===== src/rtl/fetch_ctrl.sv =====
// Instruction-fetch sequencer: owns the PC, runs the SRAM request/response handshake,
// applies execute-stage redirects and presents one {pc, inst} pair to decode at a time.
// Optional misaligned-redirect trapping (if_adel, ERR state) is enabled by FETCH_ADDR_CHECK_EN.
module fetch_ctrl #(
  parameter logic [31:0] RESET_PC = 32'hBFC0_0000
) (
  input  logic        clk,
  input  logic        rst,
  input  logic        stall,
  input  logic        redirect_valid,
  input  logic [31:0] redirect_target,
  output logic        inst_req,
  output logic [31:0] inst_addr,
  input  logic        inst_addr_ok,
  input  logic        inst_data_ok,
  input  logic [31:0] inst_rdata,
  output logic        ce,
  output logic        if_valid,
  output logic [31:0] if_pc,
  output logic [31:0] if_inst
`ifdef FETCH_ADDR_CHECK_EN
  ,
  output logic        if_adel
`endif
);

  typedef enum logic [2:0] {
    S_BOOT,
    S_REQ,
    S_WAIT,
    S_OUT
`ifdef FETCH_ADDR_CHECK_EN
    ,
    S_ERR
`endif
  } state_t;

  state_t      state_q, state_d;
  logic [31:0] pc_q, pc_d;
  logic        kill_q, kill_d;
  logic        ce_q, ce_d;
  logic        inst_req_q, inst_req_d;
  logic        if_valid_q, if_valid_d;
  logic [31:0] if_pc_q, if_pc_d;
  logic [31:0] if_inst_q, if_inst_d;
`ifdef FETCH_ADDR_CHECK_EN
  logic        if_adel_q, if_adel_d;
`endif

  logic        go_fetch;
  logic [31:0] fetch_pc;
  logic [31:0] tgt;

  // With address checking the target is kept verbatim so a misaligned one can be reported.
  function automatic logic [31:0] redirect_pc(input logic [31:0] t);
`ifdef FETCH_ADDR_CHECK_EN
    return t;
`else
    return {t[31:2], 2'b00};
`endif
  endfunction

`ifndef FETCH_ADDR_CHECK_EN
  logic unused_tgt_bits;
  assign unused_tgt_bits = ^redirect_target[1:0];
`endif

  assign tgt = redirect_pc(redirect_target);

  always_comb begin
    state_d    = state_q;
    pc_d       = pc_q;
    kill_d     = kill_q;
    ce_d       = ce_q;
    if_valid_d = if_valid_q;
    if_pc_d    = if_pc_q;
    if_inst_d  = if_inst_q;
`ifdef FETCH_ADDR_CHECK_EN
    if_adel_d  = if_adel_q;
`endif
    go_fetch   = 1'b0;
    fetch_pc   = pc_q;

    case (state_q)
      S_BOOT: begin
        ce_d    = 1'b1;
        state_d = S_REQ;
      end
      S_REQ: begin
        if (inst_addr_ok) begin
          // An accepted request is in flight even if redirected; its data must be dropped.
          state_d = S_WAIT;
          if (redirect_valid) begin
            kill_d = 1'b1;
            pc_d   = tgt;
          end
        end else if (redirect_valid) begin
          go_fetch = 1'b1;
          fetch_pc = tgt;
        end
      end
      S_WAIT: begin
        if (inst_data_ok) begin
          if (kill_q || redirect_valid) begin
            kill_d   = 1'b0;
            go_fetch = 1'b1;
            fetch_pc = redirect_valid ? tgt : pc_q;
          end else begin
            if_inst_d  = inst_rdata;
            if_pc_d    = pc_q;
            if_valid_d = 1'b1;
            pc_d       = pc_q + 32'd4;
            state_d    = S_OUT;
          end
        end else if (redirect_valid) begin
          kill_d = 1'b1;
          pc_d   = tgt;
        end
      end
      S_OUT: begin
        if (redirect_valid) begin
          if_valid_d = 1'b0;
`ifdef FETCH_ADDR_CHECK_EN
          if_adel_d  = 1'b0;
`endif
          go_fetch   = 1'b1;
          fetch_pc   = tgt;
        end else if (!stall) begin
          if_valid_d = 1'b0;
`ifdef FETCH_ADDR_CHECK_EN
          if_adel_d  = 1'b0;
          state_d    = if_adel_q ? S_ERR : S_REQ;
`else
          state_d    = S_REQ;
`endif
        end
      end
`ifdef FETCH_ADDR_CHECK_EN
      S_ERR: begin
        if (redirect_valid) begin
          go_fetch = 1'b1;
          fetch_pc = tgt;
        end
      end
`endif
      default: state_d = S_BOOT;
    endcase

    // Common entry into a new fetch; a misaligned address is presented as a fault instead.
    if (go_fetch) begin
      pc_d    = fetch_pc;
      state_d = S_REQ;
`ifdef FETCH_ADDR_CHECK_EN
      if (|fetch_pc[1:0]) begin
        state_d    = S_OUT;
        if_valid_d = 1'b1;
        if_adel_d  = 1'b1;
        if_pc_d    = fetch_pc;
        if_inst_d  = 32'h0;
      end
`endif
    end

    inst_req_d = (state_d == S_REQ);
  end

  always_ff @(posedge clk or negedge rst) begin
    if (!rst) begin
      state_q    <= S_BOOT;
      pc_q       <= RESET_PC;
      kill_q     <= 1'b0;
      ce_q       <= 1'b0;
      inst_req_q <= 1'b0;
      if_valid_q <= 1'b0;
      if_pc_q    <= 32'h0;
      if_inst_q  <= 32'h0;
`ifdef FETCH_ADDR_CHECK_EN
      if_adel_q  <= 1'b0;
`endif
    end else begin
      state_q    <= state_d;
      pc_q       <= pc_d;
      kill_q     <= kill_d;
      ce_q       <= ce_d;
      inst_req_q <= inst_req_d;
      if_valid_q <= if_valid_d;
      if_pc_q    <= if_pc_d;
      if_inst_q  <= if_inst_d;
`ifdef FETCH_ADDR_CHECK_EN
      if_adel_q  <= if_adel_d;
`endif
    end
  end

  assign inst_req  = inst_req_q;
  assign inst_addr = pc_q;
  assign ce        = ce_q;
  assign if_valid  = if_valid_q;
  assign if_pc     = if_pc_q;
  assign if_inst   = if_inst_q;
`ifdef FETCH_ADDR_CHECK_EN
  assign if_adel   = if_adel_q;
`endif

endmodule

===== config.mk =====
export PLATFORM = sky130hd
export DESIGN_NAME = fetch_ctrl
export DESIGN_NICKNAME = d
export VERILOG_FILES = /design/src/rtl/fetch_ctrl.sv
export SDC_FILE = /design/constraint.sdc
export NUM_CORES = 1
export LEC_CHECK = 0
export BUFFER_PORTS_ARGS = -buffer_cell sky130_fd_sc_hd__buf_2
export CORE_ASPECT_RATIO = 0.5
export CORE_MARGIN = 10
export CORE_UTILIZATION = 45
export DETAILED_ROUTE_END_ITERATION = 16
export PLACE_DENSITY = 0.76
export SYNTH_ARGS = -nofsm -noshare
export SYNTH_HDL_FRONTEND = slang
export SYNTH_SLANG_ARGS = --single-unit

===== constraint.sdc =====
create_clock -name clk -period 1.95 [get_ports clk]
set_input_delay 0.0975 -clock clk [delete_from_list [all_inputs] [get_ports clk]]
set_output_delay 0.0975 -clock clk [all_outputs]
set_load 0.02 [all_outputs]

# Yosys cells after proc, flatten, opt, wreduce, memory -nomap -nowiden
# Cells that the tools add are included.
# classes
reduce_logical	10
mux	32
addsub	1
n_eq_ne	14
bitwise	1
# op_table
cell	n
32-bit 2-to-1 mux	8
32-bit case mux with 3 select lines	1
32-bit case mux with 2 select lines	1
32-bit by 3-bit adder with 32-bit output, second input constant	1
3-bit 2-to-1 mux	6
3-bit inequality test, second input constant	6
1-bit 2-to-1 mux	12
3-bit case mux with 4 select lines	1
7-bit AND reduction	1
3-bit by 1-bit equality test with 1-bit output, second input constant	2
3-bit by 2-bit equality test with 1-bit output, second input constant	2
2-bit inequality test, second input constant	3
3-bit AND reduction	2
3-bit nonzero test	2
4-bit inequality test, second input constant	1
1-bit case mux with 2 select lines	2
4-bit AND reduction	1
2-bit nonzero test	2
3-bit zero test	1
1-bit case mux with 3 select lines	1
1-bit logical OR	1
1-bit inverter	1
# totals
out_inout_bits	99
reg_bits	103

# Depth between registers and ports, before layout
# logic_depth
depth_word	6
ltp_mapped	8

# Least setup slack after synthesis
# Ideal clock, no wire load.
# synth_path
path_kind	flip-flop to flip-flop
startpoint	reg pc_q[2] (netlist: inst_addr[2])
endpoint	reg pc_q[22] (netlist: inst_addr[22])
slack_ps	-59
t_required_ps	1856
n_path_buf	0
setup_ps	94
arrival_ps	1915
stages_incl_launch_ff	7
path_cell_list	dfrtp_1 ha_1 nand3_2 nor4_4 and4_1 a211oi_1 a311oi_1
# synth_between
elab_chain_cells	5
# synth_rtl
item	line	text
from (decl)	39	logic [31:0] pc_q, pc_d;
from (signal assigned)	182	pc_q <= pc_d;
32-bit by 3-bit adder with 32-bit output	112	pc_d = pc_q + 32'd4;
32-bit 2-to-1 mux	104	if (kill_q || redirect_valid) begin
32-bit 2-to-1 mux	103	if (inst_data_ok) begin
32-bit case mux with 2 select lines	84	case (state_q)
32-bit 2-to-1 mux	150	if (go_fetch) begin
# Every way passes these cells. The select of a mux whose other input is x is not followed.
# A chain may end at the register's enable or synchronous reset.

# Worst setup path after layout
# layout_path
startpoint	reg state_q[0]
endpoint	reg pc_q[22] (netlist: inst_addr[22])
# layout_between
elab_chain_cells	4
# layout_rtl
item	line	text
from (decl)	38	state_t state_q, state_d;
from (signal assigned)	181	state_q <= state_d;
3-bit by 2-bit equality test with 1-bit output or 3-bit by 1-bit equality test with 1-bit output (tied branches)	84	
1-bit case mux with 3 select lines	84	
4-bit inequality test (no source line) (tied with other cells)	-	
7-bit AND reduction (no source line)	-	
# Several ways; a longest one is shown, not always the timed one.

==> impl_metrics.csv <==
group,metric,value,unit
power,swShare,37.0,%
power,internal-power,4.32,mW
synth,syn_area,4700,sq um
status,status,"completed",
synth,yosys_warnings,0,
synth,ys_async_sr_fraction,100,%
synth,synth_area_leader_cell,"dfrtp_1",
finish,syn_to_final_growth,39.6,%
clock_tree,clk_pin_slew,0.06,ns
route,drt_iter0_drc,438,
synth,yosys.area.top_type_share,50.0,%
sta,finalSetupViolCount,0,
sta,rsz0062_at_grt,"true",
setup_path,path_delay_family,"simple AND/OR/NAND/NOR gates",
synth,ys_types,61,
floorplan,io_pins,169,
clock_tree,cts_tree,"yes",
setup_path,crit_fanout,9,
sta,fmax,544,MHz
clock_tree,cts_buffers,9,
route,ant_nets,0,
setup_path,required,2.19,ns
floorplan,die_h,92.3,um
synth,syn_inst,530,
floorplan,dieWidth,165,um
floorplan,start_util,46.1,%
power,power,6.85,mW
finish,drive_gt1_share,32.2,%
power,p_leak,3.52,nW
sta,slew_violations,0,
placed_design,gp_congestion,0.846,
sta,hold_viol,0,
setup_path,worstSetupEndpointType,"register",
power,powerDensity,1040,nW/um^2
power,switching_power,2.54,mW
finish,postLayoutCoreUtil,64.3,%
placed_design,port_buffers,166,
synth,ys_seq_area_share,55.0,%
setup_path,slowest_stage,"and4bb_2",
global_routing,first_global_vias,4672,
finish,num_antenna_cells,0,
synth,synth-main-ff-cell,"dfrtp_1",
setup_path,path_cells,"and4bb_2 > and2_2 > and4_1 > a211oi_1 > a311oi_1",
setup_path,cpPeakStageDelay,0.41,ns
finish,layout_commonest_cell,"nand2_1",
global_routing,grt-ovfl-total,0,
clock_tree,cts.sinks,103,
global_routing,antenna_found_initial,0,
sta,finalCritPeriodShare,94.3,%
synth,syn_area_per_cell,8.88,sq um
placed_design,hpwlAfterDp,10.9,mm
route,routed_wl,15.5,mm
finish,fin_nets,827,
finish,layout_common_cells,"211 x nand2_1, 165 x buf_2, 93 x dfrtp_1, 38 x dlygate4sd3_1, 34 x buf_4",
setup_path,cp.arrival,2.08,ns
route,wl_per_cell,17.2,um
route,dr_total_vias,4725,
finish,multi_input_comb_area,1980,sq um
setup_path,crit_buf_inv,0,
global_routing,grt.total_usage,19.8,%
power,ir_drop,598,uV
setup_path,crit_type,"reg -> reg",
placed_design,placed_cell_area,5900,sq um
finish,regArea,2590,sq um
finish,stdcell_area,6570,sq um
route,viasPerCell,5.24,
synth,synth_fp_nets,601,
power,clock_power_share,23.6,%
global_routing,grt_max_degree,44,
run,maxCapViolations,0,
synth,synth.area.top_cells,"dfrtp_1 50%, nand2_1 17%, dfstp_2 5.0%, a21oi_1 2.2%, nor2_1 2.1%",
power,combPwrFrac,33.3,%
finish,fillers,840,
setup_path,cp-start-kind,"register",
clock_tree,cts_buffer_depth,2,
route,drc,0,
sta,whs,0.0188,ns
clock_tree,cts_root_buffer,"clkbuf_16",
route,dr.pass1.iters,5,
clock_tree,clk_latency,0.34,ns
sta,period_minus_slack,1.84,ns
clock_tree,htree_num_levels,3,
min_path,hold_path_class,"in -> reg",
synth,synth_edf_count,0,
floorplan,die_area,15200,sq um
floorplan,rows,26,
sta,fin_worst_skew,0.00918,ns
global_routing,grt_pass1_wl,24.5,mm
power,pwr-share-seq,43.1,%
synth,yosys_register_bits,103,
floorplan,core,10200,sq um
[power groups by stage]
stage | clock network [mW] | registers [mW] | logic (mW)
after floorplan | 0 | 3.50 | 0.669
after global placement | 0 | 2.95 | 2.16
after detailed placement | 0 | 2.98 | 2.20
after CTS | 1.66 | 2.94 | 2.26
after global routing | 1.76 | 3.01 | 2.47
final | 1.62 | 2.95 | 2.28
[synthesized netlist by cell type, types with 3 or more instances]
library cell  count
a21oi_1          21
a311oi_1          5
a31oi_1           4
and2_1            6
and3_1            4
buf_2            18
clkbuf_1          8
dfrtp_1          94
dfstp_2           9
inv_1             8
nand2_1         212
nand3_1          13
nand4_1           6
nor2_1           26
nor2b_1           3
nor3_1            7
o21a_1            6
o21ai_0          13
o21ai_1           8
o22ai_1           7
o311ai_1          4
[timing repair]
item / CTS / global route
hold buffers: 38 / 0
setup buffers: 0 / 1
setup endpoints to repair: 0 / 10
resized for setup: 0 / 7
endpoints found under the hold margin: 62 / 0
[final timing paths]
check | from | end | slack [ns] | cells past startpoint
min | redirect_target[18] | inst_addr[18]$_DFFE_PN0P_ | 0.02 | 3
max in group asynchronous | rst | if_inst[16]$_DFFE_PN0P_ | 1.03 | 3
max | state_q[0]$_DFF_PN0_ | inst_addr[22]$_DFFE_PN1P_ | 0.11 | 5
min reg2reg | if_inst[17]$_DFFE_PN0P_ | if_inst[17]$_DFFE_PN0P_ | 0.47 | 2
max reg2reg | state_q[0]$_DFF_PN0_ | inst_addr[22]$_DFFE_PN1P_ | 0.11 | 5
min in group asynchronous | rst | if_pc[12]$_DFFE_PN0P_ | 0.21 | 2
[state kept, by name, summed over array words and instances (netlist names)]
signal and cells:
inst_req 1, ce 1, state_q 3, kill_q 1
if_valid 1, if_pc 32, inst_addr 32, if_inst 32
[cells by family after synthesis]
| logic type | synth area share [%] |
|---|---|
| multiplexers | 0.239 |
| flip-flops | 55.0 |
| adder cells (fa/ha/maj) | 0.266 |
| buffers and inverters | 3.35 |
| AND/OR/NAND/NOR | 27.2 |
| XOR/XNOR | 0.372 |
| other | 0.0797 |
| AO/OA/AOI/OAI | 13.4 |
[stage by stage]
| step | std cells | setup WS, ns | TNS, ns |
|---|---|---|---|
| finish | 901 | 0.110 | 0 |
| global route | 901 | -0.0158 | -0.0189 |
| CTS | 900 | 0.0239 | 0 |
| detailed placement | 846 | 0.0343 | 0 |
| global placement | 846 | 0.117 | 0 |
| floorplan | 530 | 0.00407 | 0 |
[cell type report]
type	count	area share (%)
Sequential cell	103	39.4
Multi-Input combinational cell	392	30.1
Timing Repair Buffer	242	23.4
Clock buffer	14	3.72
Tap cell	140	2.67
Inverter	8	0.457
Clock inverter	2	0.191
[worst reg2reg max path, delay by kind of cell (launching register included)]
| kind | cells | cell delay [ns] |
|---|---|---|
| DFF | 1 | 0.37 |
| and+or+nand+nor | 3 | 1.02 |
| AOI/OAI and AO/OA | 2 | 0.34 |
[routing by layer]
metal	global-route usage (%)	vias up	share of wire, %
met5	0	-	0
li1	-	2249	-
met2	33.9	216	49
met3	4.51	36	8.9
met1	24.5	2224	40
met4	6.23	0	2.4
(Power assumes the default switching activity.)
